## src/rtl/mux_21_arbiter.sv

```systemverilog
// rtl/mux_21_arbiter.sv - two-requester arbiter with minimum grant length, round-robin ties and registered mux output
module mux_21_arbiter #(
  parameter int DATA_W   = 1,
  parameter int HOLD_CYC = 4
) (
  input  logic              clk,
  input  logic              rst_n,
  input  logic              req_a,
  input  logic              req_b,
  input  logic [DATA_W-1:0] in_a,
  input  logic [DATA_W-1:0] in_b,
  output logic              sel,
  output logic              gnt_a,
  output logic              gnt_b,
  output logic [DATA_W-1:0] out,
  output logic              out_vld
);

  // Grant counter is wide enough to reach HOLD_CYC-1; a one-cycle hold still
  // needs a 1-bit counter that simply never leaves zero.
  localparam int CNT_W = (HOLD_CYC > 1) ? $clog2(HOLD_CYC) : 1;
  localparam logic [CNT_W-1:0] CNT_MAX = CNT_W'(HOLD_CYC - 1);

  // Encoding of the round-robin history bit: which side was granted last.
  localparam logic LAST_A = 1'b0;
  localparam logic LAST_B = 1'b1;

  typedef enum logic [1:0] {
    IDLE  = 2'd0,
    GNT_A = 2'd1,
    GNT_B = 2'd2
  } state_e;

  state_e              state_q, state_d;
  logic [CNT_W-1:0]    cnt_q, cnt_d;
  logic                last_q, last_d;
  logic                sel_q, sel_d;
  logic [DATA_W-1:0]   out_q, out_d;
  logic                vld_q, vld_d;

  logic                hold_done;
  logic                grant_entry;

  assign hold_done = (cnt_q == CNT_MAX);

  // Next-state logic: grants are committed until the hold expires, then the
  // other side (if requesting) takes over without passing through IDLE.
  always_comb begin
    state_d = state_q;
    case (state_q)
      IDLE: begin
        if (req_a && req_b) begin
          state_d = (last_q == LAST_B) ? GNT_A : GNT_B;
        end else if (req_a) begin
          state_d = GNT_A;
        end else if (req_b) begin
          state_d = GNT_B;
        end
      end
      GNT_A: begin
        if (hold_done) begin
          if (req_b) begin
            state_d = GNT_B;
          end else if (!req_a) begin
            state_d = IDLE;
          end
        end
      end
      GNT_B: begin
        if (hold_done) begin
          if (req_a) begin
            state_d = GNT_A;
          end else if (!req_b) begin
            state_d = IDLE;
          end
        end
      end
      default: state_d = IDLE;
    endcase
  end

  // Grant bookkeeping: a fresh grant restarts the hold counter, records the
  // winner for round-robin and moves the mux select; otherwise count up to saturation.
  always_comb begin
    cnt_d       = cnt_q;
    last_d      = last_q;
    sel_d       = sel_q;
    grant_entry = (state_d != IDLE) && (state_d != state_q);
    if (grant_entry) begin
      cnt_d  = '0;
      last_d = (state_d == GNT_B) ? LAST_B : LAST_A;
      sel_d  = (state_d == GNT_B);
    end else if ((state_q != IDLE) && !hold_done) begin
      cnt_d = cnt_q + CNT_W'(1);
    end
  end

  // Data capture follows the grant that is active during the current cycle;
  // IDLE freezes the last captured value.
  always_comb begin
    out_d = out_q;
    case (state_q)
      GNT_A:   out_d = in_a;
      GNT_B:   out_d = in_b;
      default: out_d = out_q;
    endcase
    vld_d = (state_q != IDLE);
  end

  // State and output registers; reset takes effect immediately, even mid-grant.
  always_ff @(posedge clk or negedge rst_n) begin
    if (!rst_n) begin
      state_q <= IDLE;
      cnt_q   <= '0;
      last_q  <= LAST_B;
      sel_q   <= 1'b0;
      out_q   <= '0;
      vld_q   <= 1'b0;
    end else begin
      state_q <= state_d;
      cnt_q   <= cnt_d;
      last_q  <= last_d;
      sel_q   <= sel_d;
      out_q   <= out_d;
      vld_q   <= vld_d;
    end
  end

  assign gnt_a   = (state_q == GNT_A);
  assign gnt_b   = (state_q == GNT_B);
  assign sel     = sel_q;
  assign out     = out_q;
  assign out_vld = vld_q;

endmodule
```

## config.mk

```make
export PLATFORM = sky130hd
export DESIGN_NAME = mux_21_arbiter
export DESIGN_NICKNAME = d
export VERILOG_FILES = /design/src/rtl/mux_21_arbiter.sv
export SDC_FILE = /design/constraint.sdc
export NUM_CORES = 1
export LEC_CHECK = 0
export BUFFER_PORTS_ARGS = -buffer_cell sky130_fd_sc_hd__buf_2
export CORE_MARGIN = 5
export CORE_UTILIZATION = 40
export CTS_BUF_LIST = sky130_fd_sc_hd__clkbuf_8
export DETAILED_ROUTE_END_ITERATION = 8
export GPL_TIMING_DRIVEN = 0
export PLACE_DENSITY = 0.58
export SLEW_MARGIN = 20
export SYNTH_ARGS = -nofsm -noshare
export SYNTH_HDL_FRONTEND = slang
export SYNTH_SLANG_ARGS = --single-unit
```

## constraint.sdc

```tcl
create_clock -name clk -period 2.25 [get_ports clk]
set_input_delay 0.1125 -clock clk [delete_from_list [all_inputs] [get_ports clk]]
set_output_delay 0.1125 -clock clk [all_outputs]
set_load 0.1 [all_outputs]
```

# Word level (Yosys, flattened, before mapping)
# Index checks and enable logic that the tools add are counted.
# op_classes
add_sub_neg,1
reduce_logical,9
n_eq_ne,5
muxes,15
# ops
operator,count
$mux 2,12
$reduce_bool 2->1,4
$eq 2x2->1 const B,3
$pmux 2 s3,1
$logic_and 1x1->1,3
$add 2x1->2 const B,1
$eq 2x1->1 const B,1
$logic_not 2->1,1
$ne 2x2->1,1
$pmux 1 s2,1
$logic_not 1->1,1
$mux 1,1
# word_totals
reg_bits,8
input_bits,6
out_inout_bits,5
wordCells,36

# Logic depth before layout (Yosys ltp)
# Gate-level depths: netlist (run 1).
# depth
ltp_word,7
depth_mapped,7
mapped_depth_nobuf,7

# Worst setup path after synthesis (run 1)
# No wires, ideal clock.
# synth_timing
kind,register -> register
from,register state_q[0]
to,register cnt_q[0]
t_arrival_ps,2478
slack_ps,-347
path_buffers,0
required_time_ps,2131
path_stages_with_launch,8
cell_sequence,dfrtp_1 > inv_2 > ha_1 > a21oi_1 > o31ai_2 > a211oi_2 > o32a_1 > and2_1
# synth_lines
element,line,rtl
start: declaration,34,"state_e state_q, state_d;"
start signal: assignment,120,state_q <= state_d;
$eq 2x2->1 (*),-,
via gnt_b,14,"output logic gnt_b,"
$pmux 2 s3 (*),50,case (state_q)
$ne 2x2->1 or $reduce_bool 2->1 (tied branches),88,grant_entry = (state_d != IDLE) && (state_d != state_q);
$logic_and 1x1->1 (*),88,
$mux 2 or $reduce_bool 2->1 (tied branches),-,
end signal: assignment,121,cnt_q <= cnt_d;
end: declaration,35,"logic [CNT_W-1:0] cnt_q, cnt_d;"
# The timed path passes the listed nets; every way through them passes the cells marked *.
# A chain may end at the register's enable or synchronous reset.

# Worst setup path in the final report (run 1)
# layout_timing
from,register state_q[0]
to,register cnt_q[0]
# layout_between
elab_chain_len,7
# layout_rtl
element,line
$mux 2 (on tied branches),"73, 56, 64"
$mux 2 (on tied branches),"71, 54, 62"
$mux 2 (on tied branches),"70, 52, 61"
$pmux 2 s3,50
$ne 2x2->1 or $reduce_bool 2->1 (tied branches),88
$logic_and 1x1->1,88
$mux 2 or $reduce_bool 2->1 (tied branches),-
# Several ways; a longest one is shown, not always the timed one.

==> out/summary.txt, run 1 <==
Status: completed
Initial Utilization: 43.62%
Ant diodes: 0
Clock Latency Late Sink: 0.22 ns
ANT nets after route: 0
First-pass DRT Iterations: 4
Root Driver: clkbuf_8
Total die area: 2317 um^2
Ports: 11
Critical Path AT: 2.24 ns
Detailed-route via count: 514
Die Span X: 48.14 um
Max Cap Violations: 0
Post-synthesis register bit count: 8
First-pass GRT wire length: 2173 um
Crit end category: register
CP Class: register to register
Met1 Track Usage GR: 17.19%
CTS Buf Count: 3
Nets@finish: 87
Synth cell types: 23
Relative slew slack: 67.62%
Commonest cells after routing, fill and taps aside: 10 x buf_2, 7 x a21oi_1, 7 x dfrtp_1
Avg Cell Area, Syn: 9.697 um^2
TritonCTS clock tree: yes
Critical path required time: 2.36 ns
Number of global-route vias before repair: 505
Final setup viols: 0
Post-Syn Instances: 60
# Post-CTS Setup Buffers: 0
DR WL/cell: 14.12 um
Register clock-pin slew on the reported worst setup and hold paths: 0.04 ns
Seq/Total Area, Yosys: 34.62%
Final Hold Fails: 0
CP max FO: 9
Final Max Slew Viols: 0
Die Ht: 48.14 um
RSZ-0062 raised after global routing: no
Clock Path Buffers: 2
Iter 0 DRT Violations: 5
Area delta synth->final: 23.44%
Global route overflow: 0
TritonCTS sink count: 8
Critical Path Start Type: register
Commonest non-fill, non-tap cell in the layout: buf_2
Largest net degree at the start of global routing: 10
Met2 usage: 21.35%
DRC: 0
Fillers: 131
Multi-input combinational cell area: 374.1 um^2
Vias/cell: 5.711
Depth of the CTS H-tree: 1
Final GP Congestion: 0.8026
Core area: 1334 um^2
PortBufs: 10
Setup Skew: 0.002491 ns
Cell Area, Synth: 581.8 um^2
Syn nets: 71
Syn. warnings: 0
Wirelength, routed: 1271 um
Hpwl dp: 959.5 um
Initial antenna violation count: 0
Hold Crit Class: input pin to register
Period Utilization, post-route: 94.47%
Setup TNS: 0 ns
Maximum clock rate: 470.5 MHz
M3 GR Usage: 3.321%
FF+latch area: 201.4 um^2
All-Layer GR Usage: 13.76%
Share of cells above drive strength 1: 32.00%
Measured slew at the worst slew-check pin: 0.4891 ns
# rows: 13
Tmin final: 2.126 ns
Global routing's busiest layer: met2
registers in the layout, summed over array words and instances (netlist names):
register / cells
cnt_q: 2
state_q: 2
last_q: 1
out: 1
out_vld: 1
sel: 1
path summary, 6_finish.rpt:
path                       startpoint  cells past startpoint  slack, ns       end
setup / recovery           state_q[0]                      7       0.12  cnt_q[0]
setup reg to reg           state_q[0]                      7       0.12  cnt_q[0]
min in group asynchronous       rst_n                      2       0.25  cnt_q[0]
hold reg to reg                   sel                      2       0.52       sel
max in group asynchronous       rst_n                      2       1.76    last_q
hold / removal                   in_a                      3       0.19       out
worst max-delay path: stages, from the launching register on:
cell and delay (ns):
dfrtp_1 0.53, inv_2 0.12, ha_2 0.25, nor2_1 0.18, o31ai_2 0.11, o41a_1 0.37
o32a_1 0.31, and2_1 0.14
synth_stat cells (all sizes together):
cell type	instances	share of area [%]
a21oi	7	6.0
dfrtp	7	30
ha	5	11
inv	5	3.2
nand2	5	3.2
nor2	4	2.6
o31ai	4	8.6
and2	3	3.2
mux2i	3	5.2
nand3	3	2.6
o221ai	2	3.0
o41a	2	3.9
a211oi	1	2.2
a21boi	1	1.3
and3	1	1.1
dfstp	1	4.5
nand2b	1	1.1
nor4	1	2.2
o21ai	1	0.86
o21bai	1	1.3
o32a	1	1.7
xor2	1	1.5
cells by family after synthesis:
group / after synthesis / share of synthesized area [%]
flops: 8 / 34.62
fa+ha+maj: 5 / 10.75
simple gates: 18 / 15.91
mux: 3 / 5.161
xor+xnor: 1 / 1.506
buf+inv: 5 / 3.226
compound gates: 20 / 28.82
per-stage QoR:
| stage | cells | worst slack, ns | area, um^2 | hold WS, ns | utilization [%] |
|---|---|---|---|---|---|
| floorplan | 60 | 0.01202 | 586.8 | -0.1831 | - |
| global placement | 85 | 0.1063 | 655.6 | -0.03966 | 49.16 |
| detailed placement | 85 | 0.1349 | 655.6 | -0.04078 | 49.16 |
| CTS | 90 | 0.1270 | 710.7 | 0.1957 | 53.28 |
| global route | 90 | 0.003771 | 718.2 | 0.2495 | 53.85 |
| finish | 90 | 0.1245 | 718.2 | 0.1906 | 53.85 |
layout make-up:
cell class,instances,share of cell area [%]
Clock buffer,3,5.749
Sequential cell,8,28.05
Tap cell,15,2.613
Inverter,5,2.613
Multi-Input combinational cell,47,52.09
Clock inverter,1,0.5226
Timing Repair Buffer,11,8.362
repair_timing:
| action | CTS | global route |
|---|---|---|
| hold buffers | 1 | 0 |
| endpoints found under the hold margin | 8 | 0 |
| gates resized for setup | 0 | 1 |
| endpoints found under the setup margin | 0 | 2 |
per-layer routing:
metal / part of all wire [%] / vias to the layer above
met5: 0 / -
met2: 49 / 12
met4: 0.63 / 0
met1: 45 / 249
met3: 5.4 / 2
li1: - / 251
Power of run 1 is left out: the tool's default activity adds up to more than one toggle a clock period on the data nets, which glitch-free logic cannot reach.
==> run 2: changes to the inputs <==
--- a/config.mk
+++ b/config.mk
@@ -6,7 +6,6 @@
 export NUM_CORES = 1
 export LEC_CHECK = 0
 export BUFFER_PORTS_ARGS = -buffer_cell sky130_fd_sc_hd__buf_2
-export CORE_MARGIN = 5
 export CORE_UTILIZATION = 40
 export CTS_BUF_LIST = sky130_fd_sc_hd__clkbuf_8
 export DETAILED_ROUTE_END_ITERATION = 8
==> run 2 against run 1 <==
Routed wire length shrank 2.3%. Fmax grew 0.23%. Worst setup slack gained 0.0048 ns. Flip-flop and latch count is the same. Core utilization is the same. Via count shrank 5.3%. Sequential share of layout area is the same. Clock skew shrank 0.0015 ns. Design area is the same. Die area shrank 30%. Largest cell class unchanged.
==> out/summary.txt, run 2 (same netlist as run 1, synthesis figures left out) <==
Largest net degree at the start of global routing: 10
Final GP Congestion: 0.7116
Setup slack after layout: 0.1293 ns
Die Ht: 40.14 um
Share of cells above drive strength 1: 32.89%
Nets@finish: 88
Met2 usage: 25.40%
PortBufs: 10
All-Layer GR Usage: 17.21%
Max Cap Violations: 0
ANT nets after route: 0
Ant diodes: 0
Vias/cell: 5.352
CP Class: register to register
Root Driver: clkbuf_8
Final Max Slew Viols: 0
FF+latch area: 201.4 um^2
Relative slew slack: 67.58%
CP bufs+invs: 1
Maximum clock rate: 471.5 MHz
Commonest non-fill, non-tap cell in the layout: buf_2
Initial Utilization: 43.62%
Hpwl dp: 940.9 um
M3 GR Usage: 3.333%
Area delta synth->final: 23.44%
Status: completed
First-pass GRT wire length: 1766 um
Commonest cells after routing, fill and taps aside: 10 x buf_2, 7 x a21oi_1, 7 x dfrtp_1
Final Hold Fails: 0
Depth of the CTS H-tree: 1
Cells after DPL: 85
Global route overflow: 0
TritonCTS sink count: 8
Ports: 11
Number of global-route vias before repair: 405
Global routing's busiest layer: met2
Placement Setup Slack: 0.1057 ns
R2r startpoint: state_q[0]
Iter 0 DRT Violations: 7
Final non-filler cell total: 91
Crit end category: register
Detailed-route via count: 487
Largest delay share family, worst path: compound AO/OA/AOI/OAI gates
Critical Path AT: 2.23 ns
Die Span X: 40.14 um
Tmin final: 2.121 ns
Setup Skew: 0.0009672 ns
CP Cell Sequence: inv_2 -> ha_2 -> nor2_1 -> o31ai_2 -> o41a_1 -> o32a_1 -> and2_1
DRC: 0
Top flop regs: cnt_q (2), state_q (2)
Crit path largest cell delay: 0.53 ns
Setup TNS: 0 ns
Measured slew at the worst slew-check pin: 0.4897 ns
CTS Buf Count: 3
Fillers: 125
RSZ-0062 raised after global routing: no
Initial antenna violation count: 0
Crit. Startpoint: state_q[0]
# rows: 13
First-pass DRT Iterations: 3
Slowest CP cell: dfrtp_1
TritonCTS clock tree: yes
Multi-input combinational cell area: 366.6 um^2
Met1 Track Usage GR: 24.13%
DR WL/cell: 13.65 um
Core area: 1334 um^2
Total die area: 1611 um^2
Final setup viols: 0
Register clock-pin slew on the reported worst setup and hold paths: 0.04 ns
Hold Crit Class: input pin to register
Clock Latency Late Sink: 0.22 ns
HP Start: in_a
Critical path required time: 2.36 ns
Clock Path Buffers: 2
CP max FO: 9
Wirelength, routed: 1242 um
Critical Path Start Type: register
Min Hold Slack: 0.1981 ns
Period Utilization, post-route: 94.25%
run 2: routing by layer:
metal  vias up  part of all wire (%)
li1        255                     -
met1       225                    50
met2         5                    48
met3         2                   1.6
met4         0                  0.40
met5         -                     0
run 2: repair_timing:
item	in CTS	in global routing
hold buffers	1	0
endpoints found under the setup margin	0	1
hold endpoints to repair	8	0
buffers inserted	0	1
gates resized for setup	0	0
run 2: path summary, 6_finish.rpt:
path,endpoint,depth (start not counted),slack [ns]
max,cnt_q[0],7,0.13
min,out,3,0.20
max reg2reg,cnt_q[0],7,0.13
min reg2reg,sel,2,0.53
max in group asynchronous,last_q,2,1.75
min in group asynchronous,cnt_q[0],2,0.26
run 2: worst register-to-register path, delay by kind of cell, from the launching register on:
family / cells / cell delay [ns]
and+or+nand+nor: 2 / 0.32
DFF: 1 / 0.53
buffers and inverters: 1 / 0.13
AOI/OAI and AO/OA: 3 / 0.79
adders and majority gates: 1 / 0.25
run 2: layout make-up:
type | instances | area share, %
flip-flops and latches | 8 | 28.05
multi-input cells | 47 | 51.05
inverters | 5 | 2.613
well taps | 15 | 2.613
clock inverters | 1 | 0.5226
clock buffers | 3 | 5.749
repair buffers | 12 | 9.408
run 2: through the flow:
step | util (%) | area, um^2
final | 53.85 | 718.2
after global placement | 49.16 | 655.6
after CTS | 53.28 | 710.7
after detailed placement | 49.16 | 655.6
after global routing | 53.85 | 718.2
after floorplan | - | 586.8
Power of run 2 is left out for the same reason.
